$ cat src/rtl/hazard_fwd_unit.sv
// Forwarding and load-use hazard unit for the 5-stage RV32I pipeline.
// Shadows EX/MEM/WB destination state and drives registered EX operand selects.
//
// Ports:
//   clk_i, rst_n_i        clock, async active-low reset
//   hold_i                global freeze of all state (memory wait)
//   id_*                  decoded ID-stage instruction fields
//   ex_flush_i            taken branch/jump in EX, kills IF and ID
//   stall_o               combinational load-use stall (hold PC, IF/ID; bubble EX)
//   fwd_a_o, fwd_b_o      registered EX operand selects
//                         00 = regfile, 01 = EX/MEM result, 10 = MEM/WB data
//   stall_cnt_o,          perf counters, present only when HAZARD_PERF_EN
//   flush_cnt_o           is defined
//
// Build option: `define HAZARD_PERF_EN adds the stall/flush counters.

module hazard_fwd_unit #(
    parameter int REG_AW = 5,
    parameter int CNT_W  = 32
) (
    input  logic              clk_i,
    input  logic              rst_n_i,
    input  logic              hold_i,
    input  logic              id_valid_i,
    input  logic [REG_AW-1:0] id_rs1_i,
    input  logic [REG_AW-1:0] id_rs2_i,
    input  logic              id_rs1_used_i,
    input  logic              id_rs2_used_i,
    input  logic [REG_AW-1:0] id_rd_i,
    input  logic              id_regwrite_i,
    input  logic              id_memread_i,
    input  logic              ex_flush_i,
    output logic              stall_o,
    output logic [1:0]        fwd_a_o,
`ifdef HAZARD_PERF_EN
    output logic [1:0]        fwd_b_o,
    output logic [CNT_W-1:0]  stall_cnt_o,
    output logic [CNT_W-1:0]  flush_cnt_o
`else
    output logic [1:0]        fwd_b_o
`endif
);

    localparam logic [1:0] FWD_RF = 2'b00;
    localparam logic [1:0] FWD_EX = 2'b01;
    localparam logic [1:0] FWD_WB = 2'b10;

    // shadow pipeline state
    logic              ex_v;
    logic              ex_rw;
    logic              ex_mr;
    logic [REG_AW-1:0] ex_rd;
    logic              mem_v;
    logic              mem_rw;
    logic [REG_AW-1:0] mem_rd;
    logic              wb_v;
    logic              wb_rw;
    logic [REG_AW-1:0] wb_rd;

    logic              lu;
    logic              bubble;
    logic              rs1_ex;
    logic              rs1_mem;
    logic              rs2_ex;
    logic              rs2_mem;
    logic [1:0]        fwd_a_d;
    logic [1:0]        fwd_b_d;

    // a live writer of a non-zero register r
    function automatic logic prod(
        input logic              v,
        input logic              rw,
        input logic [REG_AW-1:0] rd,
        input logic [REG_AW-1:0] r
    );
        return v & rw & (rd == r) & (r != '0);
    endfunction

    assign rs1_ex  = prod(ex_v, ex_rw, ex_rd, id_rs1_i);
    assign rs2_ex  = prod(ex_v, ex_rw, ex_rd, id_rs2_i);
    assign rs1_mem = prod(mem_v, mem_rw, mem_rd, id_rs1_i);
    assign rs2_mem = prod(mem_v, mem_rw, mem_rd, id_rs2_i);

    // load in EX whose result the ID instruction needs next cycle
    assign lu = id_valid_i & ex_mr & ex_v & ex_rw
              & (ex_rd != '0)
              & ((id_rs1_used_i & (ex_rd == id_rs1_i))
               | (id_rs2_used_i & (ex_rd == id_rs2_i)));

    // a flush kills the stalled consumer anyway, so it takes priority
    assign stall_o = lu & ~ex_flush_i;
    assign bubble  = lu | ex_flush_i;

    // youngest producer (EX) beats the older one (MEM)
    always_comb begin
        fwd_a_d = FWD_RF;
        fwd_b_d = FWD_RF;
        if (id_valid_i & ~bubble) begin
            if (id_rs1_used_i) begin
                if (rs1_ex) begin
                    fwd_a_d = FWD_EX;
                end else if (rs1_mem) begin
                    fwd_a_d = FWD_WB;
                end
            end
            if (id_rs2_used_i) begin
                if (rs2_ex) begin
                    fwd_b_d = FWD_EX;
                end else if (rs2_mem) begin
                    fwd_b_d = FWD_WB;
                end
            end
        end
    end

    always_ff @(posedge clk_i or negedge rst_n_i) begin
        if (!rst_n_i) begin
            ex_v    <= 1'b0;
            ex_rw   <= 1'b0;
            ex_mr   <= 1'b0;
            ex_rd   <= '0;
            mem_v   <= 1'b0;
            mem_rw  <= 1'b0;
            mem_rd  <= '0;
            wb_v    <= 1'b0;
            wb_rw   <= 1'b0;
            wb_rd   <= '0;
            fwd_a_o <= FWD_RF;
            fwd_b_o <= FWD_RF;
        end else if (!hold_i) begin
            wb_v    <= mem_v;
            wb_rw   <= mem_rw;
            wb_rd   <= mem_rd;
            mem_v   <= ex_v;
            mem_rw  <= ex_rw;
            mem_rd  <= ex_rd;
            ex_v    <= id_valid_i & ~bubble;
            ex_rw   <= id_regwrite_i;
            ex_mr   <= id_memread_i;
            ex_rd   <= id_rd_i;
            fwd_a_o <= fwd_a_d;
            fwd_b_o <= fwd_b_d;
        end
    end

`ifdef HAZARD_PERF_EN
    always_ff @(posedge clk_i or negedge rst_n_i) begin
        if (!rst_n_i) begin
            stall_cnt_o <= '0;
            flush_cnt_o <= '0;
        end else if (!hold_i) begin
            if (stall_o) begin
                stall_cnt_o <= stall_cnt_o + 1'b1;
            end
            if (ex_flush_i) begin
                flush_cnt_o <= flush_cnt_o + 1'b1;
            end
        end
    end
`endif

    // WB shadow is a debug view; these checks keep it honest
    a_cfg: assert property (
        @(posedge clk_i) CNT_W >= 1
    );

    a_no_sel3: assert property (
        @(posedge clk_i) disable iff (!rst_n_i)
        (fwd_a_o != 2'b11) && (fwd_b_o != 2'b11)
    );

    a_wb_shift: assert property (
        @(posedge clk_i) disable iff (!rst_n_i)
        !hold_i |=> (wb_v == $past(mem_v))
                 && (wb_rw == $past(mem_rw))
                 && (wb_rd == $past(mem_rd))
    );

endmodule
$ cat config.mk
export PLATFORM = sky130hd
export DESIGN_NAME = hazard_fwd_unit
export DESIGN_NICKNAME = d
export VERILOG_FILES = /design/src/rtl/hazard_fwd_unit.sv
export SDC_FILE = /design/constraint.sdc
export NUM_CORES = 1
export LEC_CHECK = 0
export BUFFER_PORTS_ARGS = -buffer_cell sky130_fd_sc_hd__buf_4
export CAP_MARGIN = 20
export CORE_MARGIN = 2
export CORE_UTILIZATION = 25
export DETAILED_ROUTE_END_ITERATION = 12
export PLACE_DENSITY_LB_ADDON = 0.08
export REMOVE_ABC_BUFFERS = 1
export SYNTH_ARGS = -nofsm -noshare
export SYNTH_HDL_FRONTEND = slang
export SYNTH_SLANG_ARGS = --single-unit
export TNS_END_PERCENT = 10
$ cat constraint.sdc
create_clock -name clk_i -period 3.6 [get_ports clk_i]
set_clock_uncertainty 0.1 [all_clocks]
set_input_delay 0.18 -clock clk_i [delete_from_list [all_inputs] [get_ports clk_i]]
set_output_delay 0.18 -clock clk_i [all_outputs]
set_load 0.02 [all_outputs]
Yosys cells after proc, flatten, opt, wreduce, memory -nomap -nowiden

Index checks and enable logic that the tools add are counted.

Bits of input ports: 24
Bits in latches: 0
Memory bits (writable): 0
Memory bits (read-only): 0
Output and inout bits: 5
Bits in registers: 19
Memories kept: 0

Magnitude comparators: 0
Reductions and logical operators: 3
Muxes and demuxes: 8
Div/mod/pow operators: 0
Bitwise logic cells: 23
Add/subtract/negate cells: 0
Shifts and indexed selects: 0
Multipliers: 0
Equal/unequal tests: 4

Operator list:

| cell               | count |
|---|---|
| $eq A5 B5 Y1       | 4 |
| $and A1 B1 Y1      | 19 |
| $mux W2            | 8 |
| $reduce_bool A5 Y1 | 3 |
| $not A1 Y1         | 2 |
| $or A1 B1 Y1       | 2 |

Logic depth before layout (Yosys ltp)

Gate-level depths: netlist (run 1).

Depth in word-level cells: 9
Depth in mapped cells: 5

Worst setup path after synthesis (run 1)

Ideal clock, no wire load.

Path type: flip-flop to output port
Start point: reg ex_rd[1]
End point: out stall_o
Path buffers: 0
Data required time: 3.320 ns
Cell stages (with the launch flop): 6
Path slack: 1.962 ns
Data arrival time: 1.358 ns
Cell sequence: dfrtp_1 > xor2_1 > nor3_1 > and4_1 > a31oi_1 > nor2_1

Cells in the longest elaborated chain, start to end: 5

Ends and longest elaborated chain:

| element                          | line   | text |
|---|---|---|
| start: declaration               | 52     | `logic [REG_AW-1:0] ex_rd;` |
| start signal: assignment         | 140    | `ex_rd <= id_rd_i;` |
| $eq A5 B5 Y1 (on tied branches)  | 87, 88 |  |
| $and A1 B1 Y1 (on tied branches) | 87, 88 |  |
| $or A1 B1 Y1                     | 88     | `\| (id_rs2_used_i & (ex_rd == id_rs2_i)));` |
| $and A1 B1 Y1 *                  | 87     | `& ((id_rs1_used_i & (ex_rd == id_rs1_i))` |
| $and A1 B1 Y1 *                  | 91     | `assign stall_o = lu & ~ex_flush_i;` |
| end: declaration                 | 33     | `output logic stall_o,` |

Every way passes the cells marked *; elsewhere a longest branch is shown, timed or not.

Worst setup path in the final report (run 1)

Same ends and word-level chain as after synthesis.

==> results of run 1 <==
==> cells in the final DEF, fill, tap and decap left out, types with 3 or more instances in the layout <==
master / n
dfrtp_1: 19
nor2_1: 3
xor2_1: 11
buf_4: 28
nand2_1: 4
xnor2_1: 9
clkbuf_8: 3
or4_1: 3
nand3_1: 5
mux2_2: 14
==> cell families (layout without fill, tap and decap cells) <==
group / after synthesis / count (layout) / synth area share
compound gates: 11 / 11 / 0.0762
xor+xnor: 20 / 20 / 0.167
buf+inv: 2 / 33 / 0.0214
flops: 19 / 19 / 0.452
mux: 14 / 14 / 0.150
simple gates: 24 / 24 / 0.133
==> state kept, by name, summed over array words and instances (netlist names) <==
signal	count
ex_rd	5
mem_rd	5
fwd_a_o	2
fwd_b_o	2
ex_v	1
mem_rw	1
mem_v	1
ex_mr	1
ex_rw	1
==> power by group <==
part	total (W)	internal, W	switching [W]	leakage [nW]
registers	0.000258	0.000234	0.0000246	0.234
logic	0.0000979	0.0000586	0.0000393	0.319
clock network	0.000147	0.0000786	0.0000686	0.0228
==> per-stage QoR <==
step	util	hold slack [ns]	cell area [µm²]	instances
after global routing	0.337	0.0439	1360	171
after global placement	0.323	-0.0250	1300	166
after floorplan	-	-0.216	1030	88
after CTS	0.337	0.0467	1360	171
final	0.337	0.0538	1360	171
after detailed placement	0.323	-0.0242	1300	166
==> worst max-delay path, cell delays in order, from the launching register on <==
cell     delay (ns)
dfrtp_1        0.45
nor3_1         0.20
a21oi_1        0.12
and4_1         0.23
a31oi_1        0.30
nor2_1         0.08
buf_4          0.16
==> worst max path at each step <==
| stage | to | slack [ns] | depth (start not counted) |
|---|---|---|---|
| 6_report | stall_o | 1.52 | 6 |
| 3_5_place_dp | fwd_b_o[1]$_DFFE_PN0N_ | 1.71 | 6 |
| 4_1_cts | stall_o | 1.52 | 6 |
| 3_3_place_gp | fwd_b_o[1]$_DFFE_PN0N_ | 1.70 | 6 |
| 5_1_grt | stall_o | 1.38 | 6 |
| 2_1_floorplan | stall_o | 1.96 | 5 |
==> area by class of cell <==
class / count / area [µm²] / area share
well taps: 50 / 62.6 / 0.0461
multi-input cells: 69 / 553 / 0.408
flip-flops and latches: 19 / 475 / 0.351
clock buffers: 4 / 45.0 / 0.0332
repair buffers: 29 / 220 / 0.162
==> layer usage <==
metal / global-route usage / routed length, µm
met5: 0 / 0
met4: 0.0221 / 10
met3: 0.0471 / 183
met2: 0.177 / 1160
met1: 0.156 / 1140
==> impl_metrics.yaml, run 1 <==
sta:
  maxSlewHeadroom: 0.761
  fin_crit_ns: 2.08
  slew_violations: 0
  fin_ws_ns: 1.52
  fin_tns_setup_ns: 0
  fmax_mhz: 481
  setup_viol: 0
  fin_crit_sh: 0.578
  worst_pin_slew_ns: 0.357
  rsz0062_at_grt: "no"
  final_hold_viol_count: 0
clock_network:
  ctsResizeCount: 0
  numCtsBuffers: 3
  postCtsSetupRepairBufs: 0
  cts-htree-levels: 1
  cts_tree: "built"
  hold_buffers: 1
  root_buffer: "clkbuf_8"
  clockBufferDepth: 2
  cts.sinks: 19
  path_clk_slew_ns: 0.07
  clkLatencyLatePin_ns: 0.25
floorplanning:
  die_x_um: 68.8
  dieArea_mm2: 0.00474
  initial_utilization: 0.261
  io_pins: 29
  placementRows: 23
  dieHeight_um: 68.8
  coreArea_mm2: 0.00403
setup_path:
  rrSetupSlack_ns: 1.87
  critPathLaunch: "ex_rd[1]$_DFFE_PN0N_"
  cp_max_fo: 5
  crit_path_start_kind: "flip-flop"
  end_kind: "output pin"
  worstPathRequired_ns: 3.32
  cp.arrival_ns: 1.80
  crit_type: "reg2out"
  r2r-start: "ex_rd[4]$_DFFE_PN0N_"
  worstRegToRegCells: 5
  r2r-end: "fwd_b_o[1]$_DFFE_PN0N_"
yosys:
  synth_area_mm2: 0.00105
  ys_seq_elements: 19
  synth.distinct_cells: 24
  synth_ff_type: "dfrtp_1"
  synth_warnings: 0
  ys_seq_area_frac: 0.452
  syn_inst: 90
  yosysTopAreaCell: "dfrtp_1"
  synthArstFlopShare: 1.00
  synth_most_common_cell: "dfrtp_1"
  synth_edf_count: 0
  avgSynthCellArea_um2: 11.7
  synthTopCellsByArea: "dfrtp_1 45%, mux2_2 15%, xor2_1 9.2%, xnor2_1 7.5%, nand3_1 2.4%"
  synth_common_cells: "19 x dfrtp_1, 14 x mux2_2, 11 x xor2_1"
  synthDominantCellAreaShare: 0.452
detailed_routing:
  postRouteAntennaNets: 0
  wire_per_inst_um: 14.6
  totalWireLength_um: 2500
  drt_iter0_drc: 30
  viasPerCell: 4.70
  dr.pass1.iters: 4
  drc: 0
  route.vias.total: 803
pwr:
  powerDensity_mw_per_mm2: 371
  vdd_drop_max_uv: 184
  finalPower_w: 0.000503
  leakagePower_nw: 0.576
final_layout:
  fin_nets: 146
  fillers: 430
  drive_gt1_frac: 0.397
  diodes: 0
  syn_to_final_growth_pct: 29.0
min_path:
  whs_endpoint: "ex_rd[4]$_DFFE_PN0N_"
  hold_path_class: "in2reg"
  min_path_cells: 2
  holdCritStartpoint: "id_rd_i[4]"
place:
  port_buffers: 28
  dpl.hpwl_um: 1960
  globalplace.congestion: 0.721
  pre_cts_slack_ns: 1.71
global_route:
  grt_pass1_wl_um: 3880
  grt_pass1_vias: 760
  grt-ovfl-total: 0
  antenna_found_initial: 0
  grt_use_total: 0.116
  grt_max_degree: 21
job:
  cap_viol_max_count: 0
outcome:
  status: "complete, no violations"
No activity file was read; power rests on OpenSTA's default activity.
==> run 2: changes to the inputs <==
--- a/config.mk
+++ b/config.mk
@@ -5,6 +5,7 @@
 export SDC_FILE = /design/constraint.sdc
 export NUM_CORES = 1
 export LEC_CHECK = 0
+export ABC_AREA = 1
 export BUFFER_PORTS_ARGS = -buffer_cell sky130_fd_sc_hd__buf_4
 export CAP_MARGIN = 20
 export CORE_MARGIN = 2
==> constraint.sdc (replaced) <==
create_clock -name clk_i -period 1.9 [get_ports clk_i]
set_clock_uncertainty 0.1 [all_clocks]
set_input_delay 0.095 -clock clk_i [delete_from_list [all_inputs] [get_ports clk_i]]
set_output_delay 0.095 -clock clk_i [all_outputs]
set_load 0.02 [all_outputs]
==> impl_metrics.yaml, run 2 <==
yosys:
  synth_most_common_cell: "nand2_1"
  synthDominantCellAreaShare: 0.414
  synth_area_mm2: 0.00115
  synthTopCellsByArea: "dfrtp_1 41%, nand2_1 17%, xnor2_1 7.6%, nor2_1 7.5%, inv_1 4.9%"
  syn_inst: 163
  synth.distinct_cells: 20
  synth_warnings: 0
  synth_ff_type: "dfrtp_1"
  synthArstFlopShare: 1.00
  yosysTopAreaCell: "dfrtp_1"
  synth_common_cells: "52 x nand2_1, 23 x nor2_1, 19 x dfrtp_1"
  ys_seq_area_frac: 0.414
  synth_edf_count: 0
  ys_seq_elements: 19
  avgSynthCellArea_um2: 7.04
clock_network:
  path_clk_slew_ns: 0.08
  clockBufferDepth: 2
  cts-htree-levels: 1
  numCtsBuffers: 3
  clkLatencyLatePin_ns: 0.26
  cts.sinks: 19
  root_buffer: "clkbuf_8"
  cts_tree: "built"
detailed_routing:
  postRouteAntennaNets: 0
  wl_met3_um: 139
  wl_met1_um: 1460
  drc: 0
  totalWireLength_um: 3050
  viasPerCell: 4.37
  route.vias.total: 1106
  wl_met2_um: 1410
  dr.pass1.iters: 4
  drt_iter0_drc: 59
  wire_per_inst_um: 12.0
  top_layer_used: "met4"
final_layout:
  diodes: 0
  fin_cells: 253
  drive_gt1_frac: 0.229
  final_cell_mix: "52 x nand2_1, 28 x buf_4, 20 x nor2_1"
  fin_area_mm2: 0.00156
  fillers: 469
  fin_nets: 226
  reg_top3: "ex_rd: 5 flops, mem_rd: 5 flops"
  syn_to_final_growth_pct: 35.9
  final_common_cell: "nand2_1"
setup_path:
  end_kind: "output pin"
  crit_type: "reg2out"
  cp.arrival_ns: 1.54
  crit_path_start_kind: "flip-flop"
  r2r-start: "ex_rd[1]$_DFFE_PN0N_"
  critPathLaunch: "ex_rd[1]$_DFFE_PN0N_"
  cp_max_fo: 5
  worstPathRequired_ns: 1.70
sta:
  fmax_mhz: 575
  rsz0062_at_grt: "no"
  final_hold_viol_count: 0
  fin_crit_sh: 0.915
  slew_violations: 0
  setup_viol: 0
  fin_ws_ns: 0.162
  fin_crit_ns: 1.74
  fin_tns_setup_ns: 0
  maxSlewHeadroom: 0.654
  worst_pin_slew_ns: 0.518
pwr:
  vdd_drop_max_uv: 347
  leakagePower_nw: 0.789
  powerDensity_mw_per_mm2: 630
  finalPower_w: 0.000982
floorplanning:
  io_pins: 29
  dieArea_mm2: 0.00515
  dieHeight_um: 71.7
  die_x_um: 71.7
  initial_utilization: 0.262
  placementRows: 24
  coreArea_mm2: 0.00438
place:
  globalplace.congestion: 0.857
  dpl.hpwl_um: 2350
  placed_cells: 240
  port_buffers: 28
  place_area_mm2: 0.00141
  pre_cts_slack_ns: 0.379
min_path:
  hold_path_class: "in2reg"
  holdCritStartpoint: "ex_flush_i"
global_route:
  grt_pass1_vias: 1082
  grt_use_total: 0.127
  grt_max_degree: 33
  grt-ovfl-total: 0
  antenna_found_initial: 0
  grt_pass1_wl_um: 5040
job:
  cap_viol_max_count: 0
outcome:
  status: "complete, no violations"
## run 2: cell types whose count changed after synthesis, sizes merged, moves of 3 or more
cell,previous run,this run
a21oi,2,6
inv,0,18
mux2,14,2
nand2,4,53
nand3,5,9
nand4,1,4
nor2,3,25
o21ai,1,8
or4,3,0
xor2,11,1
## run 2: final timing paths
path                                          endpoint  slack (ns)  cells past startpoint
worst max-delay path                           stall_o        0.16                      9
worst min-delay path                  ex_v$_DFFE_PN0N_        0.08                      4
worst max register to register  fwd_a_o[0]$_DFFE_PN0N_        0.37                     10
worst min register to register  fwd_b_o[1]$_DFFE_PN0N_        0.39                      2
max in group asynchronous            ex_mr$_DFFE_PN0N_        1.33                      2
min in group asynchronous        mem_rd[3]$_DFFE_PN0N_        0.14                      2
## run 2: layer usage
layer,vias to the layer above,global-route usage
li1,582,-
met4,0,0.0377
met5,-,0
met3,5,0.0281
met1,493,0.169
met2,26,0.207
## run 2: metrics by stage
step                hold WS, ns   util
floorplan                -0.301      -
global placement         -0.105  0.321
detailed placement       -0.103  0.321
CTS                      0.0541  0.350
global route             0.0873  0.356
finish                   0.0787  0.356
## run 2: final cells by class
type | count | area [µm²] | area share
multi-input cells | 123 | 603 | 0.387
flip-flops and latches | 19 | 475 | 0.305
repair buffers | 37 | 302 | 0.193
inverters | 18 | 67.6 | 0.0433
well taps | 52 | 65.1 | 0.0417
clock buffers | 3 | 41.3 | 0.0265
clock inverters | 1 | 5.00 | 0.00321
## run 2: cell families after synthesis
family | synth area share
AND/OR/NAND/NOR | 0.344
multiplexers | 0.0196
AO/OA/AOI/OAI | 0.0676
XOR/XNOR | 0.0840
flip-flops | 0.414
buffers and inverters | 0.0709
## run 2: repair_timing
item,in CTS,in global routing
setup endpoints to repair,0,1
setup buffers,0,1
endpoints found under the hold margin,26,0
hold buffers,8,0
resized for setup,0,6
## run 2: critical path, cell delays in order (launching register included)
cell and delay (ns):
dfrtp_1 0.41, inv_2 0.08, nand2_1 0.06, nand2_1 0.06, nor2_2 0.14, nand4_1 0.11
nand2_1 0.11, nand2_2 0.10, nor2_4 0.10, buf_6 0.12
## run 2: power breakdown
| group | leakage [nW] | internal, W | total (W) | switching (W) |
|---|---|---|---|---|
| clock network | 0.0255 | 0.000146 | 0.000295 | 0.000149 |
| logic | 0.532 | 0.000106 | 0.000218 | 0.000112 |
| registers | 0.231 | 0.000436 | 0.000468 | 0.0000324 |
